`config.mk`:
```
export PLATFORM = sky130hd
export DESIGN_NAME = imem_boot_loader_flat
export DESIGN_NICKNAME = d
export VERILOG_FILES = /design/src/rtl/imem_boot_loader_if.sv /design/src/rtl/imem_boot_loader.sv /design/src/flat_wrapper.sv
export SDC_FILE = /design/constraint.sdc
export NUM_CORES = 1
export LEC_CHECK = 0
export BUFFER_PORTS_ARGS = -buffer_cell sky130_fd_sc_hd__buf_2
export CAP_MARGIN = 40
export CORE_UTILIZATION = 51
export CTS_CLUSTER_SIZE = 24
export DETAILED_ROUTE_END_ITERATION = 12
export GPL_ROUTABILITY_DRIVEN = 0
export MAX_ROUTING_LAYER = met4
export PLACE_DENSITY_LB_ADDON = 0.15
export SYNTH_ARGS = -nofsm -noshare
export SYNTH_HDL_FRONTEND = slang
export SYNTH_SLANG_ARGS = --single-unit
```
`constraint.sdc`:
```
create_clock -name clk -period 2.1 [get_ports clk]
set_input_delay 0 -clock clk [delete_from_list [all_inputs] [get_ports clk]]
set_output_delay 0 -clock clk [all_outputs]
set_load 0.05 [all_outputs]
```
`src/rtl/imem_boot_loader_if.sv`:
```
// Byte-stream input and instruction-memory load port of the boot loader.
// The host/bench side takes the master modport, the loader takes the slave modport.
interface imem_boot_loader_if #(
    parameter int ADDR_W = 5
);
    logic              byte_valid;
    logic [7:0]        byte_data;
    logic              byte_ready;
    logic              load_mem_en;
    logic [ADDR_W-1:0] load_mem_addr;
    logic [31:0]       load_mem_data;

    modport master (
        output byte_valid, byte_data,
        input  byte_ready, load_mem_en, load_mem_addr, load_mem_data
    );

    modport slave (
        input  byte_valid, byte_data,
        output byte_ready, load_mem_en, load_mem_addr, load_mem_data
    );
endinterface

```
`src/rtl/imem_boot_loader.sv`:
```
// Boot loader: assembles MSB-first words from a byte stream, writes them to the
// CPU instruction memory, verifies a trailing XOR checksum and releases the CPU.
module imem_boot_loader #(
    parameter int WORDS  = 32,
    parameter int ADDR_W = 5
) (
    input  logic              clk,
    input  logic              rst,
    input  logic              start,
    imem_boot_loader_if.slave bus,
    output logic              cpu_rst_n,
    output logic              boot_done,
    output logic              boot_err
);
    typedef enum logic [2:0] {
        S_IDLE,
        S_RECV,
        S_WRITE,
        S_CHECK,
        S_DONE,
        S_ERROR
    } state_t;

    localparam logic [ADDR_W:0] LAST_WORD = (ADDR_W+1)'(WORDS - 1);

    state_t          state;
    logic [1:0]      byte_cnt;
    logic [ADDR_W:0] word_cnt;
    logic [7:0]      csum;
    logic [23:0]     shreg;
    logic            xfer;

    assign xfer = bus.byte_valid && bus.byte_ready;

    always_ff @(posedge clk or posedge rst) begin
        if (rst) begin
            state             <= S_IDLE;
            byte_cnt          <= '0;
            word_cnt          <= '0;
            csum              <= '0;
            shreg             <= '0;
            bus.byte_ready    <= 1'b0;
            bus.load_mem_en   <= 1'b0;
            bus.load_mem_addr <= '0;
            bus.load_mem_data <= '0;
            cpu_rst_n         <= 1'b0;
            boot_done         <= 1'b0;
            boot_err          <= 1'b0;
        end else begin
            bus.load_mem_en <= 1'b0;
            case (state)
                S_IDLE, S_DONE, S_ERROR: begin
                    if (start) begin
                        state          <= S_RECV;
                        byte_cnt       <= '0;
                        word_cnt       <= '0;
                        csum           <= '0;
                        bus.byte_ready <= 1'b1;
                        cpu_rst_n      <= 1'b0;
                        boot_done      <= 1'b0;
                        boot_err       <= 1'b0;
                    end
                end
                S_RECV: begin
                    if (xfer) begin
                        shreg <= {shreg[15:0], bus.byte_data};
                        csum  <= csum ^ bus.byte_data;
                        if (byte_cnt == 2'd3) begin
                            // Strobe is set on the accepting edge so it is high in the WRITE cycle.
                            byte_cnt          <= '0;
                            state             <= S_WRITE;
                            bus.byte_ready    <= 1'b0;
                            bus.load_mem_en   <= 1'b1;
                            bus.load_mem_addr <= word_cnt[ADDR_W-1:0];
                            bus.load_mem_data <= {shreg, bus.byte_data};
                        end else begin
                            byte_cnt <= byte_cnt + 2'd1;
                        end
                    end
                end
                S_WRITE: begin
                    word_cnt       <= word_cnt + (ADDR_W+1)'(1);
                    bus.byte_ready <= 1'b1;
                    state          <= (word_cnt == LAST_WORD) ? S_CHECK : S_RECV;
                end
                S_CHECK: begin
                    if (xfer) begin
                        bus.byte_ready <= 1'b0;
                        if (bus.byte_data == csum) begin
                            state     <= S_DONE;
                            cpu_rst_n <= 1'b1;
                            boot_done <= 1'b1;
                        end else begin
                            state    <= S_ERROR;
                            boot_err <= 1'b1;
                        end
                    end
                end
                default: begin
                    state          <= S_IDLE;
                    bus.byte_ready <= 1'b0;
                end
            endcase
        end
    end
endmodule

```
`src/flat_wrapper.sv`:
```
// flat-port wrapper written by rule: the top's interface ports become plain ports
module imem_boot_loader_flat 
#(
    parameter int WORDS  = 32,
    parameter int ADDR_W = 5
)
  (clk, rst, start, cpu_rst_n, boot_done, boot_err, bus_byte_valid, bus_byte_data, bus_byte_ready, bus_load_mem_en, bus_load_mem_addr, bus_load_mem_data);
  imem_boot_loader_if #(.ADDR_W(ADDR_W)) bus_i ();
  input  logic clk;
  input  logic rst;
  input  logic start;
  output logic cpu_rst_n;
  output logic boot_done;
  output logic boot_err;
  input wire logic [$bits(bus_i.byte_valid)-1:0] bus_byte_valid;
  input wire logic [$bits(bus_i.byte_data)-1:0] bus_byte_data;
  output wire logic [$bits(bus_i.byte_ready)-1:0] bus_byte_ready;
  output wire logic [$bits(bus_i.load_mem_en)-1:0] bus_load_mem_en;
  output wire logic [$bits(bus_i.load_mem_addr)-1:0] bus_load_mem_addr;
  output wire logic [$bits(bus_i.load_mem_data)-1:0] bus_load_mem_data;
  assign bus_i.byte_valid = bus_byte_valid;
  assign bus_i.byte_data = bus_byte_data;
  assign bus_byte_ready = bus_i.byte_ready;
  assign bus_load_mem_en = bus_i.load_mem_en;
  assign bus_load_mem_addr = bus_i.load_mem_addr;
  assign bus_load_mem_data = bus_i.load_mem_data;
  imem_boot_loader #(.WORDS(WORDS), .ADDR_W(ADDR_W)) u_core (.clk(clk), .rst(rst), .start(start), .bus(bus_i), .cpu_rst_n(cpu_rst_n), .boot_done(boot_done), .boot_err(boot_err));
endmodule
```
==> results of run 1 <==
[power groups by stage]
stage	Clock (mW)	Combinational (mW)	Sequential, mW
after floorplan	0	1.10	3.82
final	1.03	2.80	2.79
after global routing	1.13	3.01	2.90
after detailed placement	0	2.80	2.82
after CTS	1.06	2.82	2.79
after global placement	0	2.74	2.78
[worst max-delay path, cell delays in order (launching register included)]
cell and delay [ns]:
dfrtp_1 0.45, or3b_1 0.48, nor3_4 0.21, buf_12 0.23
mux2_2 0.37
[timing repair]
| item | in CTS | in global routing |
|---|---|---|
| setup endpoints to repair | 0 | 0 |
| hold buffers | 9 | 0 |
| hold endpoints to repair | 41 | 0 |
[layout by cell type, fill, tap and decap left out, types with 2 or more instances in the layout]
master          n
o21a_1          2
nand2_1        21
nand3_1         3
nor4_1          2
mux2_1         10
xor2_1          8
buf_2          53
o21ai_0        29
nor3_1          3
ha_1            2
clkbuf_8       11
a21oi_1         2
nor2_1         10
mux2_2         44
and2_1          3
nor3b_1         2
buf_4           5
inv_1           9
o31ai_1        11
a21bo_2         2
dfrtp_1        84
dlygate4sd3_1   9
clkinvlp_4      4
buf_12          3
o22ai_1         2
[kinds of logic (layout without fill, tap and decap cells)]
| kind of cell | count (synthesis) | in the layout | share of synthesized area, % |
|---|---|---|---|
| flops | 84 | 84 | 59.79 |
| mux | 54 | 54 | 17.30 |
| compound gates | 52 | 52 | 9.075 |
| simple gates | 51 | 51 | 7.402 |
| buf+inv | 24 | 95 | 3.736 |
| xor+xnor | 8 | 8 | 1.993 |
| fa+ha+maj | 2 | 2 | 0.7116 |
[stage by stage]
stage          cell area, um^2  cells
3_3_place_gp              3885    399
3_5_place_dp              3885    399
4_1_cts                   4153    423
2_1_floorplan             3520    275
5_1_grt                   4153    423
6_report                  4153    423
[state kept, by name (all words and copies together) (netlist names)]
| signal | count |
|---|---|
| u_core.boot_err | 1 |
| u_core.bus.byte_ready | 1 |
| u_core.bus.load_mem_addr | 5 |
| u_core.bus.load_mem_data | 32 |
| u_core.bus.load_mem_en | 1 |
| u_core.byte_cnt | 2 |
| u_core.cpu_rst_n | 1 |
| u_core.csum | 8 |
| u_core.shreg | 24 |
| u_core.state | 3 |
| u_core.word_cnt | 6 |
[layer usage]
layer	track usage (%)	vias to the layer above	wire [um]
met3	5.058	16	278
met1	29.31	1134	3099
met2	28.74	72	2771
met4	10.63	0	179
met5	-	-	0
li1	-	1098	-
[path summary, 6_finish.rpt]
check                                             start                           end  cells past startpoint
setup / recovery                        u_core.state[2]   u_core.bus.load_mem_data[3]                      4
hold / removal                                    start               u_core.state[2]                      4
setup reg to reg                        u_core.state[2]   u_core.bus.load_mem_data[3]                      4
hold reg to reg            u_core.bus.load_mem_data[16]  u_core.bus.load_mem_data[16]                      1
max in group asynchronous                           rst   u_core.bus.load_mem_addr[0]                      4
min in group asynchronous                           rst  u_core.bus.load_mem_data[26]                      3
[cell type report]
cell class | count | area share (%)
Clock buffer | 12 | 3.736
Clock inverter | 3 | 0.5423
Inverter | 10 | 0.9943
Multi-Input combinational cell | 167 | 30.88
Sequential cell | 84 | 50.62
Tap cell | 77 | 2.320
Timing Repair Buffer | 70 | 10.91
==> reports/qor.csv, run 1 <==
stage,metric,value,unit
clock_network,cts repair resizes,0,
cells_and_area,fin nets,356,
die,chip height,85.03,um
yosys,Netlist cell types,35,
cells_and_area,Antenna Cells,0,
clock_network,total number of H-tree levels,3,
sta,Worst Skew,0.006465,ns
yosys,Post-Syn Instances,275,
critical_path,endpoint class of the critical path,flop,
pwr,internal power,3.743,mW
yosys,"EDFF count, synth",0,
pwr,switching fraction of total power,43.40,%
sta,Final min period,1.879,ns
detailed_routing,DRT iter0 DRCs,104,
hold_path,min-delay worst type,in -> reg,
critical_path,Setup crit start kind,flop,
yosys,Post-synth top cells,"84 x dfrtp_1, 44 x mux2_2, 29 x o21ai_0, 21 x nand2_1, 11 x o31ai_1",
die,starting density of the core,54.13,%
yosys,Yosys warning count,0,
pwr,largest vdd supply drop,0.7906,mV
clock_network,CTS Buffer Depth,2,
sta,period utilisation layout,89.48,%
pwr,combinational group share of total power,42.3,%
detailed_routing,Total Wirelength,6329,um
detailed_routing,1st-pass router iterations,4,
yosys,Yosys reg bits,84,
pwr,pwr/cell area,1593,nW/um^2
yosys,syn_area_per_cell,12.78,um^2
clock_network,clk root buf,clkbuf_8,
cells_and_area,# fillers,512,
sta,RSZ-0062 raised after global routing,no,
sta,Final Hold Vio Count,0,
yosys,largest area contributor in the netlist,dfrtp_1,
cells_and_area,area of the multi-input gates,1282,um^2
yosys,fraction of registers with async set/reset,100.0,%
clock_network,clock slew at reported path FFs,0.08,ns
critical_path,CP required,2.33,ns
sta,final-report setup violation count,0,
die,Die Footprint,7230,um^2
die,Boundary Pins,54,
placement,Post-DP HPWL,4262,um
critical_path,worst-path fanout max,31,
placement,IO buf count,53,
outcome,status,"finished, final reports clean",
detailed_routing,drt wl/cell,14.96,um
detailed_routing,post-route antenna net violation count,0,
yosys,post-synthesis sequential area ratio,59.79,%
grt,largest net degree at the start of global routing,37,
cells_and_area,register area,2102,um^2
sta,Rel. slew slack,62.88,%
clock_network,CTS sink cnt,84,
pwr,Total Power,6.614,mW
pwr,Sw Pwr,2.870,mW
clock_network,postcts setup bufs,0,
critical_path,"reg-to-reg slack, setup",0.22,ns
grt,remaining global-route overflow,0,
grt,initial antenna violation count,0,
flow_run,Max Cap Viol,0,
sta,fin. max-slew vios,0,
sta,Fmax,532.2,MHz
sta,post-route setup TNS,0,ns
yosys,synth top area cells,"dfrtp_1 60%, mux2_2 14%, o21ai_0 4.1%",
detailed_routing,DR vias/cell,5.485,
yosys,Synth top area share,59.79,%
grt,first-pass GRT wire length,11190,um
die,die width,85.03,um
pwr,Clk pwr share,15.6,%
critical_path,WP data arrival,2.10,ns
clock_network,CTS tree,done,
grt,vias in the first global route,2297,
clock_network,CTS Buf Count,9,
sta,Worst-Margin Slew,0.5557,ns
grt,GRT Overall Usage,21.02,%
critical_path,Worst Setup Path Type,reg -> reg,
clock_network,clk_lat worst skew,0.34,ns
yosys,Syn Std Cell Area,3516,um^2
detailed_routing,DRC viols,0,
yosys,syn_nets,289,
yosys,"Primary FF master, synth",dfrtp_1,
die,Site Rows,29,
die,core footprint,6495,um^2
cells_and_area,end-of-flow core utilization,63.94,%
pwr,Sequential Power Share,42.1,%
detailed_routing,via count,2320,
sta,PnR worst setup slack,0.2209,ns
pwr,leak pwr,2.016,nW
yosys,most common cell in the netlist,dfrtp_1,
sta,hold slack,0.01715,ns
placement,pre-CTS WS,0.2438,ns
cells_and_area,Area Overhead vs Synth,18.11,%
cells_and_area,share of cells above drive strength 1,36.13,%
Power figures use the tool's default switching activity.
==> run 2: changes to the inputs <==
--- a/config.mk
+++ b/config.mk
@@ -13,6 +13,7 @@
 export GPL_ROUTABILITY_DRIVEN = 0
 export MAX_ROUTING_LAYER = met4
 export PLACE_DENSITY_LB_ADDON = 0.15
+export REMOVE_ABC_BUFFERS = 1
 export SYNTH_ARGS = -nofsm -noshare
 export SYNTH_HDL_FRONTEND = slang
 export SYNTH_SLANG_ARGS = --single-unit
==> reports/qor.csv, run 2 (synthesis results as in run 1) <==
stage,metric,value,unit
cells_and_area,max reg flops,32,
clock_network,CTS Buf Count,9,
sta,PnR worst setup slack,0.2091,ns
pwr,largest vdd supply drop,0.6653,mV
critical_path,"Largest stage delay, worst path",0.50,ns
critical_path,Setup crit start kind,flop,
critical_path,WP data arrival,2.13,ns
clock_network,clk root buf,clkbuf_8,
die,core footprint,6495,um^2
clock_network,clock slew at reported path FFs,0.08,ns
cells_and_area,most frequent cells in the layout,"84 x dfrtp_1, 53 x buf_2, 44 x mux2_2",
sta,Final Hold Vio Count,0,
cells_and_area,Antenna Cells,0,
grt,initial antenna violation count,0,
detailed_routing,post-route antenna net violation count,0,
critical_path,endpoint class of the critical path,flop,
outcome,status,"finished, final reports clean",
cells_and_area,"commonest non-fill, non-tap cell in the layout",dfrtp_1,
grt,first-pass GRT wire length,10600,um
die,Die Footprint,7230,um^2
cells_and_area,# fillers,545,
sta,Rel. slew slack,44.43,%
grt,GRT met1 Usage,26.70,%
die,Boundary Pins,54,
detailed_routing,DR vias/cell,5.360,
detailed_routing,Total Wirelength,6147,um
critical_path,Worst Setup Path Type,reg -> reg,
cells_and_area,share of cells above drive strength 1,35.92,%
critical_path,WP buf/inv,1,
die,Site Rows,29,
critical_path,crit-path cells,"or3b_1, nor3_4, buf_4, mux2_2",
grt,remaining global-route overflow,0,
placement,IO buf count,53,
clock_network,CTS tree,done,
clock_network,CTS sink cnt,84,
sta,hold slack,0.07676,ns
cells_and_area,Area Overhead vs Synth,17.40,%
sta,period utilisation layout,90.04,%
detailed_routing,DRT iter0 DRCs,100,
clock_network,clk_lat worst skew,0.35,ns
hold_path,min-delay worst type,in -> reg,
detailed_routing,drt wl/cell,14.46,um
critical_path,highest-delay cell along the critical path,or3b_1,
sta,Worst-Margin Slew,0.8335,ns
pwr,leak pwr,2.022,nW
sta,final-report setup violation count,0,
critical_path,CP top delay family,simple AND/OR/NAND/NOR gates,
grt,met2 Use GR,28.59,%
critical_path,CP required,2.34,ns
cells_and_area,fin nets,357,
grt,GRT Overall Usage,19.57,%
detailed_routing,via count,2278,
pwr,Total Power,6.530,mW
cells_and_area,Top reg by flops,u_core.bus.load_mem_data,
placement,pre-CTS WS,0.2205,ns
detailed_routing,DRC viols,0,
detailed_routing,1st-pass router iterations,4,
pwr,pwr/cell area,1582,nW/um^2
flow_run,Max Cap Viol,0,
placement,Post-DP HPWL,4088,um
die,chip height,85.03,um
sta,RSZ-0062 raised after global routing,no,
grt,vias in the first global route,2217,
grt,largest net degree at the start of global routing,50,
grt,gr busiest metal,met2,
critical_path,worst-path fanout max,17,
grt,grt met3 use,3.502,%
clock_network,CTS Buffer Depth,2,
sta,Worst Skew,0.008760,ns
cells_and_area,Top Registers,"u_core.bus.load_mem_data x32, u_core.shreg x24, u_core.csum x8",
sta,post-route setup TNS,0,ns
sta,Fmax,528.8,MHz
die,starting density of the core,54.13,%
sta,Final min period,1.891,ns
sta,fin. max-slew vios,0,
die,die width,85.03,um
clock_network,total number of H-tree levels,3,
run 2: cell types whose count changed in the layout (fill, tap and decap cells not counted), moves of 2 or more:
cell | before | now
buf_4 | 5 | 7
buf_12 | 3 | 1
clkinvlp_4 | 4 | 2
clkinv_2 | 0 | 3
run 2: worst paths after layout:
kind,slack (ns),depth (start not counted),end,from
min,0.08,3,u_core.bus.byte_ready,bus_byte_valid
min in group asynchronous,0.26,3,u_core.bus.load_mem_data[12],rst
max in group asynchronous,1.19,4,u_core.bus.byte_ready,rst
min reg2reg,0.48,1,u_core.bus.load_mem_data[13],u_core.bus.load_mem_data[13]
max,0.21,4,u_core.bus.load_mem_data[4],u_core.state[0]
max reg2reg,0.21,4,u_core.bus.load_mem_data[4],u_core.state[0]
run 2: tightest hold or removal path: stages:
cell and delay (ns):
buf_2 0.10, o22ai_1 0.08, a21bo_2 0.21
run 2: per-stage QoR:
| step | instances | util (%) | area (um^2) |
|---|---|---|---|
| after detailed placement | 399 | 59.39 | 3857 |
| final | 425 | 63.55 | 4128 |
| after floorplan | 261 | - | 3422 |
| after global routing | 425 | 63.55 | 4128 |
| after CTS | 425 | 63.55 | 4128 |
| after global placement | 399 | 59.39 | 3857 |
run 2: per-layer routing:
metal	wire length, um	share of wire, %	up-vias
li1	-	-	1100
met1	3032	49	1125
met2	2814	46	41
met3	175	2.8	12
met4	123	2.0	0
met5	0	0	-
run 2: power breakdown:
| group | switching (mW) | internal, mW | leakage [nW] | total, mW |
|---|---|---|---|---|
| Clock | 0.547 | 0.458 | 0.0824 | 1.01 |
| Sequential | 0.435 | 2.32 | 1.08 | 2.76 |
| Combinational | 1.85 | 0.916 | 0.861 | 2.77 |
| Total | 2.83 | 3.70 | 2.02 | 6.53 |
run 2: timing repair:
action	in CTS	in global routing
endpoints found under the hold margin	60	0
buffers inserted	0	0
resized for setup	0	0
hold buffers	10	0
endpoints found under the setup margin	0	0
run 2: final cells by class:
type / instances / area (um^2) / area share, %
sequential: 84 / 2102 / 50.92
clock buffer: 12 / 145.1 / 3.516
timing repair buffer: 71 / 437.9 / 10.61
clock inverter: 4 / 25.02 / 0.6062
tap: 77 / 96.34 / 2.334
inverter: 10 / 38.79 / 0.9397
multi-input combinational: 167 / 1282 / 31.07
==> run 3: changes to the inputs <==
--- a/config.mk
+++ b/config.mk
@@ -7,13 +7,17 @@
 export LEC_CHECK = 0
 export BUFFER_PORTS_ARGS = -buffer_cell sky130_fd_sc_hd__buf_2
 export CAP_MARGIN = 40
-export CORE_UTILIZATION = 51
+export CELL_PAD_IN_SITES_DETAIL_PLACEMENT = 1
+export CELL_PAD_IN_SITES_GLOBAL_PLACEMENT = 2
+export CORE_UTILIZATION = 34
 export CTS_CLUSTER_SIZE = 24
 export DETAILED_ROUTE_END_ITERATION = 12
 export GPL_ROUTABILITY_DRIVEN = 0
+export HOLD_SLACK_MARGIN = 0.12
 export MAX_ROUTING_LAYER = met4
 export PLACE_DENSITY_LB_ADDON = 0.15
 export REMOVE_ABC_BUFFERS = 1
+export SETUP_SLACK_MARGIN = 0.5
 export SYNTH_ARGS = -nofsm -noshare
 export SYNTH_HDL_FRONTEND = slang
 export SYNTH_SLANG_ARGS = --single-unit
==> reports/qor.csv, run 3 (synthesis results as in run 1) <==
stage,metric,value,unit
outcome,status,"finished, final reports clean",
die,Boundary Pins,54,
cells_and_area,max reg flops,32,
detailed_routing,Total Wirelength,8153,um
sta,period utilisation layout,84.46,%
pwr,largest vdd supply drop,0.6013,mV
sta,Worst-Margin Slew,0.4531,ns
die,starting density of the core,35.48,%
critical_path,"reg-to-reg slack, setup",0.33,ns
clock_network,clk root buf,clkbuf_8,
critical_path,worst-path fanout max,6,
cells_and_area,Top Registers,"u_core.bus.load_mem_data x32, u_core.shreg x24, u_core.csum x8",
critical_path,Worst Setup Path Type,reg -> reg,
critical_path,endpoint class of the critical path,flop,
die,chip height,103.7,um
die,Site Rows,36,
sta,Final min period,1.774,ns
flow_run,Max Cap Viol,0,
clock_network,CTS tree,done,
pwr,Total Power,7.358,mW
sta,hold slack,0.2873,ns
clock_network,CTS sink cnt,84,
grt,remaining global-route overflow,0,
critical_path,Setup crit start kind,flop,
placement,placed inst area,3950,um^2
clock_network,CTS Buffer Depth,2,
critical_path,CP required,2.34,ns
sta,Worst Skew,0.007983,ns
grt,GRT Overall Usage,15.82,%
cells_and_area,most frequent cells in the layout,"84 x dfrtp_1, 53 x buf_2, 27 x mux2_2",
cells_and_area,"commonest non-fill, non-tap cell in the layout",dfrtp_1,
cells_and_area,Area Overhead vs Synth,35.59,%
sta,final-report setup violation count,0,
grt,first-pass GRT wire length,13030,um
die,Die Footprint,10750,um^2
detailed_routing,1st-pass router iterations,4,
grt,largest net degree at the start of global routing,85,
clock_network,total number of H-tree levels,3,
sta,Final Hold Vio Count,0,
detailed_routing,DRC viols,0,
sta,RSZ-0062 raised after global routing,yes,
grt,vias in the first global route,2519,
detailed_routing,DR vias/cell,4.901,
hold_path,min-delay worst type,in -> async,
cells_and_area,Top reg by flops,u_core.bus.load_mem_data,
sta,fin. max-slew vios,0,
cells_and_area,share of cells above drive strength 1,47.45,%
pwr,leak pwr,2.262,nW
detailed_routing,drt wl/cell,16.11,um
placement,Post-DP HPWL,4709,um
clock_network,clock slew at reported path FFs,0.09,ns
detailed_routing,via count,2480,
die,core footprint,9910,um^2
detailed_routing,post-route antenna net violation count,0,
cells_and_area,fin nets,382,
detailed_routing,DRT iter0 DRCs,99,
pwr,pwr/cell area,1544,nW/um^2
placement,IO buf count,53,
sta,Rel. slew slack,69.80,%
cells_and_area,post-route cell area,4767,um^2
critical_path,WP data arrival,2.01,ns
sta,Fmax,563.8,MHz
cells_and_area,Antenna Cells,0,
clock_network,clk_lat worst skew,0.35,ns
clock_network,CTS Buf Count,9,
die,die width,103.7,um
grt,initial antenna violation count,0,
## run 3: cell count changes in the layout (fill, tap and decap cells not counted), moves of 7 or more
cell | before | now
o21ai_1 | 0 | 12
o21ai_0 | 29 | 17
buf_4 | 7 | 14
buf_6 | 0 | 10
mux2_1 | 10 | 3
mux2_4 | 0 | 24
mux2_2 | 44 | 27
## run 3: worst max-delay path: stages (launching register included)
cell,delay [ns]
dfrtp_1,0.39
or3b_4,0.42
nor3_4,0.19
buf_6,0.14
buf_6,0.09
buf_12,0.12
mux2_4,0.30
## run 3: report_power, final
| group | switching, mW | total [mW] | internal (mW) |
|---|---|---|---|
| clock network | 0.615 | 1.17 | 0.559 |
| registers | 0.481 | 2.80 | 2.32 |
| logic | 2.07 | 3.38 | 1.32 |
| total | 3.16 | 7.36 | 4.20 |
## run 3: final timing paths
kind,endpoint,start,cells after the start
setup / recovery,u_core.bus.load_mem_data[7],u_core.state[2],6
hold / removal,u_core.bus.load_mem_data[9],rst,4
setup reg to reg,u_core.bus.load_mem_data[7],u_core.state[2],6
hold reg to reg,u_core.bus.load_mem_data[12],u_core.bus.load_mem_data[12],1
max in group asynchronous,u_core.bus.load_mem_data[3],rst,4
min in group clk,u_core.bus.load_mem_data[12],u_core.bus.load_mem_data[12],1
## run 3: repair_timing
action / in CTS / in global routing
pin swaps: 4 / 6
endpoints found under the hold margin: 112 / 0
buffers inserted: 12 / 5
setup endpoints to repair: 66 / 74
cloned: 3 / 1
hold buffers: 11 / 0
resized for setup: 41 / 42
## run 3: routing by layer
layer,routed length (um),up-vias,track usage (%)
li1,-,1153,-
met1,3833,1277,21.52
met2,3974,43,23.49
met3,235,7,2.706
met4,110,0,6.429
met5,0,-,-
## run 3: layout make-up
cell class / count / area [um^2]
fill: 1080 / 5142
sequential: 84 / 2102
multi-input combinational: 167 / 1489
timing repair buffer: 96 / 773.2
tap: 133 / 166.4
clock buffer: 9 / 123.9
clock inverter: 7 / 73.82
inverter: 10 / 38.79
## run 3: through the flow
| step | setup TNS (ns) | util [%] | cells | worst slack [ns] |
|---|---|---|---|---|
| after floorplan | -28.17 | - | 261 | -0.5854 |
| after global placement | 0 | 39.79 | 457 | 0.2224 |
| after detailed placement | 0 | 39.86 | 458 | 0.1731 |
| after CTS | 0 | 46.04 | 500 | 0.2931 |
| after global routing | 0 | 48.11 | 506 | 0.2501 |
| final | 0 | 48.11 | 506 | 0.3264 |
